[src/rtl/multicycle_controller.sv]
// Control FSM for a multicycle MIPS datapath: sequences fetch/decode/execute/
// memory/writeback and drives every datapath select, enable and ALU code.
module multicycle_controller #(
  parameter int STATE_W = 4
) (
  input  logic               clk,
  input  logic               reset,
  input  logic [5:0]         op,
  input  logic [5:0]         funct,
  input  logic               zero,
  input  logic               memready,
  output logic               iord,
  output logic               memwrite,
  output logic               irwrite,
  output logic               regdst,
  output logic               memtoreg,
  output logic               regwrite,
  output logic               alusrca,
  output logic [1:0]         alusrcb,
  output logic [1:0]         pcsrc,
  output logic               pcen,
  output logic [3:0]         alucontrol,
  output logic               illegal,
  output logic [STATE_W-1:0] state
);

  typedef enum logic [STATE_W-1:0] {
    FETCH    = STATE_W'(0),
    DECODE   = STATE_W'(1),
    MEMADR   = STATE_W'(2),
    MEMRD    = STATE_W'(3),
    MEMWB    = STATE_W'(4),
    MEMWR    = STATE_W'(5),
    EXECUTE  = STATE_W'(6),
    ALUWB    = STATE_W'(7),
    BRANCH   = STATE_W'(8),
    ADDIEXEC = STATE_W'(9),
    ADDIWB   = STATE_W'(10),
    JUMP     = STATE_W'(11)
  } state_e;

  localparam logic [5:0] OP_LW    = 6'b100011;
  localparam logic [5:0] OP_SW    = 6'b101011;
  localparam logic [5:0] OP_RTYPE = 6'b000000;
  localparam logic [5:0] OP_BEQ   = 6'b000100;
  localparam logic [5:0] OP_BNE   = 6'b000101;
  localparam logic [5:0] OP_ADDI  = 6'b001000;
  localparam logic [5:0] OP_J     = 6'b000010;

  localparam logic [3:0] ALU_ADD = 4'b0010;
  localparam logic [3:0] ALU_SUB = 4'b0110;
  localparam logic [3:0] ALU_AND = 4'b0000;
  localparam logic [3:0] ALU_OR  = 4'b0001;
  localparam logic [3:0] ALU_SLT = 4'b0111;

  state_e state_q, state_d;

  // Returns {supported, alu code}; unsupported functs fall back to add.
  function automatic logic [4:0] decode_funct(input logic [5:0] f);
    case (f)
      6'b100000: decode_funct = {1'b1, ALU_ADD};
      6'b100010: decode_funct = {1'b1, ALU_SUB};
      6'b100100: decode_funct = {1'b1, ALU_AND};
      6'b100101: decode_funct = {1'b1, ALU_OR};
      6'b101010: decode_funct = {1'b1, ALU_SLT};
      default:   decode_funct = {1'b0, ALU_ADD};
    endcase
  endfunction

  logic [4:0] funct_dec;
  assign funct_dec = decode_funct(funct);
  assign state     = state_q;

  always_comb begin
    state_d    = FETCH;
    iord       = 1'b0;
    memwrite   = 1'b0;
    irwrite    = 1'b0;
    regdst     = 1'b0;
    memtoreg   = 1'b0;
    regwrite   = 1'b0;
    alusrca    = 1'b0;
    alusrcb    = 2'b00;
    pcsrc      = 2'b00;
    pcen       = 1'b0;
    alucontrol = ALU_ADD;
    illegal    = 1'b0;
    case (state_q)
      FETCH: begin
        alusrcb = 2'b01;
        irwrite = memready;
        pcen    = memready;
        state_d = memready ? DECODE : FETCH;
      end
      DECODE: begin
        // ALU precomputes the branch target while the opcode is decoded
        alusrcb = 2'b11;
        case (op)
          OP_LW, OP_SW:   state_d = MEMADR;
          OP_RTYPE:       state_d = EXECUTE;
          OP_BEQ, OP_BNE: state_d = BRANCH;
          OP_ADDI:        state_d = ADDIEXEC;
          OP_J:           state_d = JUMP;
          default: begin
            illegal = 1'b1;
            state_d = FETCH;
          end
        endcase
      end
      MEMADR: begin
        alusrca = 1'b1;
        alusrcb = 2'b10;
        state_d = (op == OP_SW) ? MEMWR : MEMRD;
      end
      MEMRD: begin
        iord    = 1'b1;
        state_d = memready ? MEMWB : MEMRD;
      end
      MEMWB: begin
        memtoreg = 1'b1;
        regwrite = 1'b1;
      end
      MEMWR: begin
        iord     = 1'b1;
        memwrite = 1'b1;
        state_d  = memready ? FETCH : MEMWR;
      end
      EXECUTE: begin
        alusrca    = 1'b1;
        alucontrol = funct_dec[3:0];
        illegal    = ~funct_dec[4];
        state_d    = ALUWB;
      end
      ALUWB: begin
        regdst   = 1'b1;
        regwrite = funct_dec[4];
      end
      BRANCH: begin
        alusrca    = 1'b1;
        alucontrol = ALU_SUB;
        pcsrc      = 2'b01;
        pcen       = ((op == OP_BEQ) & zero) | ((op == OP_BNE) & ~zero);
      end
      ADDIEXEC: begin
        alusrca = 1'b1;
        alusrcb = 2'b10;
        state_d = ADDIWB;
      end
      ADDIWB:  regwrite = 1'b1;
      JUMP: begin
        pcsrc = 2'b10;
        pcen  = 1'b1;
      end
      default: state_d = FETCH;
    endcase
    if (reset) begin
      memwrite = 1'b0;
      irwrite  = 1'b0;
      regwrite = 1'b0;
      pcen     = 1'b0;
      illegal  = 1'b0;
    end
  end

  always_ff @(posedge clk) begin
    if (reset) state_q <= FETCH;
    else       state_q <= state_d;
  end

endmodule

[config.mk]
export PLATFORM = sky130hd
export DESIGN_NAME = multicycle_controller
export DESIGN_NICKNAME = d
export VERILOG_FILES = /design/src/rtl/multicycle_controller.sv
export SDC_FILE = /design/constraint.sdc
export NUM_CORES = 1
export LEC_CHECK = 0
export ABC_AREA = 1
export CAP_MARGIN = 20
export CORE_MARGIN = 5
export CORE_UTILIZATION = 39
export CTS_CLUSTER_DIAMETER = 200
export DETAILED_ROUTE_END_ITERATION = 8
export HOLD_SLACK_MARGIN = 0.05
export PLACE_DENSITY = 0.84
export REMOVE_ABC_BUFFERS = 1
export SETUP_SLACK_MARGIN = 0.2
export SLEW_MARGIN = 10
export SYNTH_ARGS = -nofsm -noshare
export SYNTH_HDL_FRONTEND = slang
export SYNTH_SLANG_ARGS = --single-unit
[constraint.sdc]
create_clock -name clk -period 3.2 [get_ports clk]
set_clock_uncertainty 0.1 [all_clocks]
set_input_delay 0.64 -clock clk [delete_from_list [all_inputs] [get_ports clk]]
set_output_delay 0.64 -clock clk [all_outputs]
set_load 0.05 [all_outputs]
Word-level counts from Yosys, hierarchy flattened
Cells that the tools add are included.
{"block": "op_classes", "reduce_logical": 9, "mux": 25, "shift": 0, "eq_ne": 22, "magnitude_cmp": 0, "multipliers": 0, "bitwise": 5, "n_div": 0, "add_sub_neg": 0}
{"cell": "$eq 6x6->1 const B", "count": 7}
{"cell": "$pmux 4 s7", "count": 1}
{"cell": "$pmux 5 s5", "count": 1}
{"cell": "$pmux 4 s5", "count": 1}
{"cell": "$eq 4x3->1 const B", "count": 4}
{"cell": "$eq 4x4->1 const B", "count": 4}
{"cell": "$mux 1", "count": 13}
{"cell": "$eq 6x3->1 const B", "count": 2}
{"cell": "$reduce_or 2->1", "count": 5}
{"cell": "$mux 3", "count": 3}
{"cell": "$eq 4x2->1 const B", "count": 2}
{"cell": "$pmux 4 s2", "count": 1}
{"cell": "$reduce_or 7->1", "count": 1}
{"cell": "$eq 6x2->1 const B", "count": 1}
{"cell": "$eq 6x4->1 const B", "count": 1}
{"cell": "$logic_not 6->1", "count": 1}
{"cell": "$pmux 2 s3", "count": 1}
{"cell": "$eq 4x1->1 const B", "count": 1}
{"cell": "$logic_not 4->1", "count": 1}
{"cell": "$pmux 1 s2", "count": 2}
{"cell": "$pmux 2 s2", "count": 1}
{"cell": "$reduce_or 4->1", "count": 1}
{"cell": "$pmux 1 s3", "count": 1}
{"cell": "$and 1x1->1", "count": 2}
{"cell": "2 further kinds", "count": 3}
{"block": "totals", "memories": 0, "romBits": 0, "elab_cells": 62, "ram_bits": 0, "latch_bits": 0, "register_bits": 4, "in_bits": 16}

Longest topological paths before layout
{"block": "logic_depth", "ltp_word": 5, "mapped_depth": 7}

Worst setup path after synthesis
OpenSTA, ideal clock, no wires.
{"block": "synth_path", "kind": "register to output", "startpoint": "register state_q[2] (netlist: state[2])", "endpoint": "output port regwrite", "required_ns": 2.460, "arrival_time_ns": 2.926, "stages_incl_launch_ff": 5, "slack_ns": -0.466, "path_cell_list": "dfxtp_1 nand2_2 nor3_1 a21oi_1 a21oi_1"}
{"block": "synth_via", "elab_chain_cells": 4, "word_cells_on_any_way": 6, "classes_between": "3 x eq/ne; 2 x mux; 1 x reduce/logical"}
{"element": "start: declaration", "line_no": "56", "rtl": "state_e state_q, state_d;"}
{"element": "start signal: assignment", "line_no": "167", "rtl": "else state_q <= state_d;"}
{"element": "$eq 4x4->1 / $eq 4x3->1 (equally long branches)", "line_no": "88", "rtl": "case (state_q)"}
{"element": "$reduce_or 2->1 (no source line)"}
{"element": "$pmux 1 s2 *", "line_no": "88"}
{"element": "$mux 1 *", "line_no": "156", "rtl": "if (reset) begin"}
{"element": "end: declaration", "line_no": "17", "rtl": "output logic regwrite,"}
Mark *: on every way between the ends. The rest lies on a longest branch, timed or not.

Final worst setup path
{"block": "layout_path", "startpoint": "register state_q[3] (netlist: state[3])", "endpoint": "output port alusrca"}
{"block": "layout_via", "elab_chain_cells": 3, "word_cells_on_any_way": 6, "classes_between": "4 x eq/ne; 1 x mux; 1 x reduce/logical"}
{"element": "$eq 4x4->1 (tied with other cells)", "line_no": "88"}
{"element": "$reduce_or 4->1 (no source line) *"}
{"element": "$mux 1 *", "line_no": "88"}
{"element": "end: declaration", "line_no": "18", "rtl": "output logic alusrca,"}
Marked as above.

==> impl_metrics.tcl <==
set metrics [dict create \
    crit_path_start_kind "register" \
    hp-class "register to register" \
    routed_wl_microns 1890 \
    die_y_microns 49.5 \
    seq_area_frac_synth 0.132 \
    period_minus_slack_ps 2830 \
    place_hpwl_microns 1650 \
    final_cells 170 \
    boundaryPins 37 \
    largest_reg_flops 4 \
    drv_cap 0 \
    endpoint_kind "output pin" \
    clock_latency_ps 240 \
    syn_avg_cell_area_sq_um 5.15 \
    critPathTopFamily "buffers and inverters" \
    timing.setup.tns_ps 0 \
    cts-root-buf "clkbuf_4" \
    crit_fanout 4 \
    pwr_density_cell_nw_per_um2 199 \
    slowest_stage "clkdlybuf4s50_1" \
    worst_slew_pin_slew_ps 520 \
    fp.dieW_microns 49.5 \
    grt_setup_unrepaired "no" \
    layout-drive-gt1-share 0.123 \
    syn_inst 118 \
    dieArea_sq_um 2450 \
    drtIter0Drc 22 \
    cts.repair.resized 0 \
    cts_tree "yes" \
    io_buffers 35 \
    setup_viol 0 \
    antenna_cells 0 \
    cts_hold_buf 0 \
    grt_pass1_vias 811 \
    clock_path_buffers 2 \
    cts_setup_buffers 0 \
    h-tree-depth 1 \
    worstPathRequired_ps 2460 \
    initial_core_util 0.408 \
    drcViolationCount 0 \
    slew_headroom 0.652 \
    min_period_over_period 0.883 \
    synth_seq_cells 4 \
    grt_start_max_net_pins 10 \
    grt_util_all_layers 0.162 \
    fillers 147 \
    critPathBufInv 2 \
    num_rows 14 \
    clkSinkCount 4 \
    p_leak_uw 0.000499 \
    area_growth_pct 70.6 \
    worstPathCellList "inv_1, nor2_1, nand2_1, nand3_1, clkdlybuf4s50_1" \
    finalHoldViolCount 0 \
    core_region_area_sq_um 1490 \
    grt_overflow_total 0 \
    syn_area_sq_um 608 \
    vias_per_cell 5.11 \
    post_synth_num_cell_types 20 \
    routabilityCongestion 0.880 \
    postSynth.asyncResetShare 0 \
    crit_type "register to output pin" \
    slowest_delay_ps 800 \
    ant_nets 0 \
    yosys_warnings 0 \
    cts_buffers 3 \
    grt_antenna_before_repair 0 \
    finalMaxSlewViolations 0 \
    crit_arrival_ps 2090 \
    vias 868 \
    clk_pin_slew_worst_paths_ps 40 \
    nets 172 \
    whs_ps 670 \
    wl_per_cell_microns 11.1 \
    synth_edf_count 0 \
    grt_pass1_wl_microns 3220 \
    max_freq_mhz 354 \
    status "complete, no violations" \
    multi_input_area_sq_um 442 \
    dp.cells 167 \
    ys.flop_type "dfxtp_1" \
    first_pass_iters 5 \
    register_area_sq_um 80.1 \
    ir_drop_v 0.000255 \
]
==> Yosys cell counts (2+ instances only) <==
library cell,number,area (sq um)
a21oi_1,7,35.0
a31oi_1,2,12.5
dfxtp_1,4,80.1
inv_1,18,67.6
inv_2,2,7.51
nand2_1,24,90.1
nand2_2,2,12.5
nand3_1,15,75.1
nand4_1,4,25.0
nor2_1,27,101
nor2_4,3,33.8
nor3_1,2,10.0
==> power breakdown <==
group | switching [uW] | internal [uW] | total (uW)
sequential | 2.69 | 51.4 | 54.1
combinational | 50.6 | 37.8 | 88.5
clock | 21.8 | 42.0 | 63.8
==> layer usage <==
metal	share of wire	vias up	global-route usage
li1	-	450	-
met1	0.39	390	0.167
met2	0.54	28	0.309
met3	0.076	0	0.0542
met4	0	0	0.0349
met5	0	-	0
==> layout by cell type (no fill, tap or decap), drive strengths merged <==
master / synthesis / routed
a21oi: 7 / 7
a31oi: 2 / 2
buf: 2 / 7
clkbuf: 0 / 3
clkdlybuf4s50: 0 / 27
conb: 1 / 1
dfxtp: 4 / 4
dlymetal6s2s: 0 / 1
inv: 20 / 20
nand2: 26 / 26
nand3: 16 / 16
nand4: 4 / 4
nor2: 30 / 30
nor3: 2 / 2
o21ai: 1 / 1
o22ai: 1 / 1
or2: 1 / 1
xor2: 1 / 1
==> per-stage QoR <==
| stage | utilization | cell area [sq um] | power, uW | worst slack, ps |
|---|---|---|---|---|
| final | 0.697 | 1040 | 206 | 374 |
| after global routing | 0.697 | 1040 | 225 | 245 |
| after CTS | 0.695 | 1030 | 211 | 287 |
| after detailed placement | 0.680 | 1010 | 144 | 298 |
| after global placement | 0.680 | 1010 | 142 | 323 |
| after floorplan | - | 597 | 101 | -466 |
==> final timing paths <==
kind                       start                  end  slack, ps  depth (start not counted)
max          state[3]$_SDFF_PP0_              alusrca        370                          5
min          state[3]$_SDFF_PP0_  state[1]$_SDFF_PP0_        670                          5
max reg2reg  state[3]$_SDFF_PP0_  state[1]$_SDFF_PP0_       1850                          6
min reg2reg  state[3]$_SDFF_PP0_  state[1]$_SDFF_PP0_        670                          5
==> tightest hold or removal path, delay by kind of cell, from the launching register on <==
kind               cells  cell delay [ps]
AOI/OAI and AO/OA      2              110
and+or+nand+nor        3              230
DFF                    1              380
==> final cells by class <==
class	count	share of cell area
multi-input cells	92	0.426
repair buffers	35	0.384
clock buffers	3	0.0217
inverters	20	0.0724
well taps	16	0.0193
flip-flops and latches	4	0.0772
==> cell families after synthesis <==
logic type | synth area share
AO/OA/AOI/OAI | 0.107
XOR/XNOR | 0.0144
buffers and inverters | 0.142
flip-flops | 0.132
other | 0.00617
AND/OR/NAND/NOR | 0.599
No activity file was read; power rests on OpenSTA's default activity.
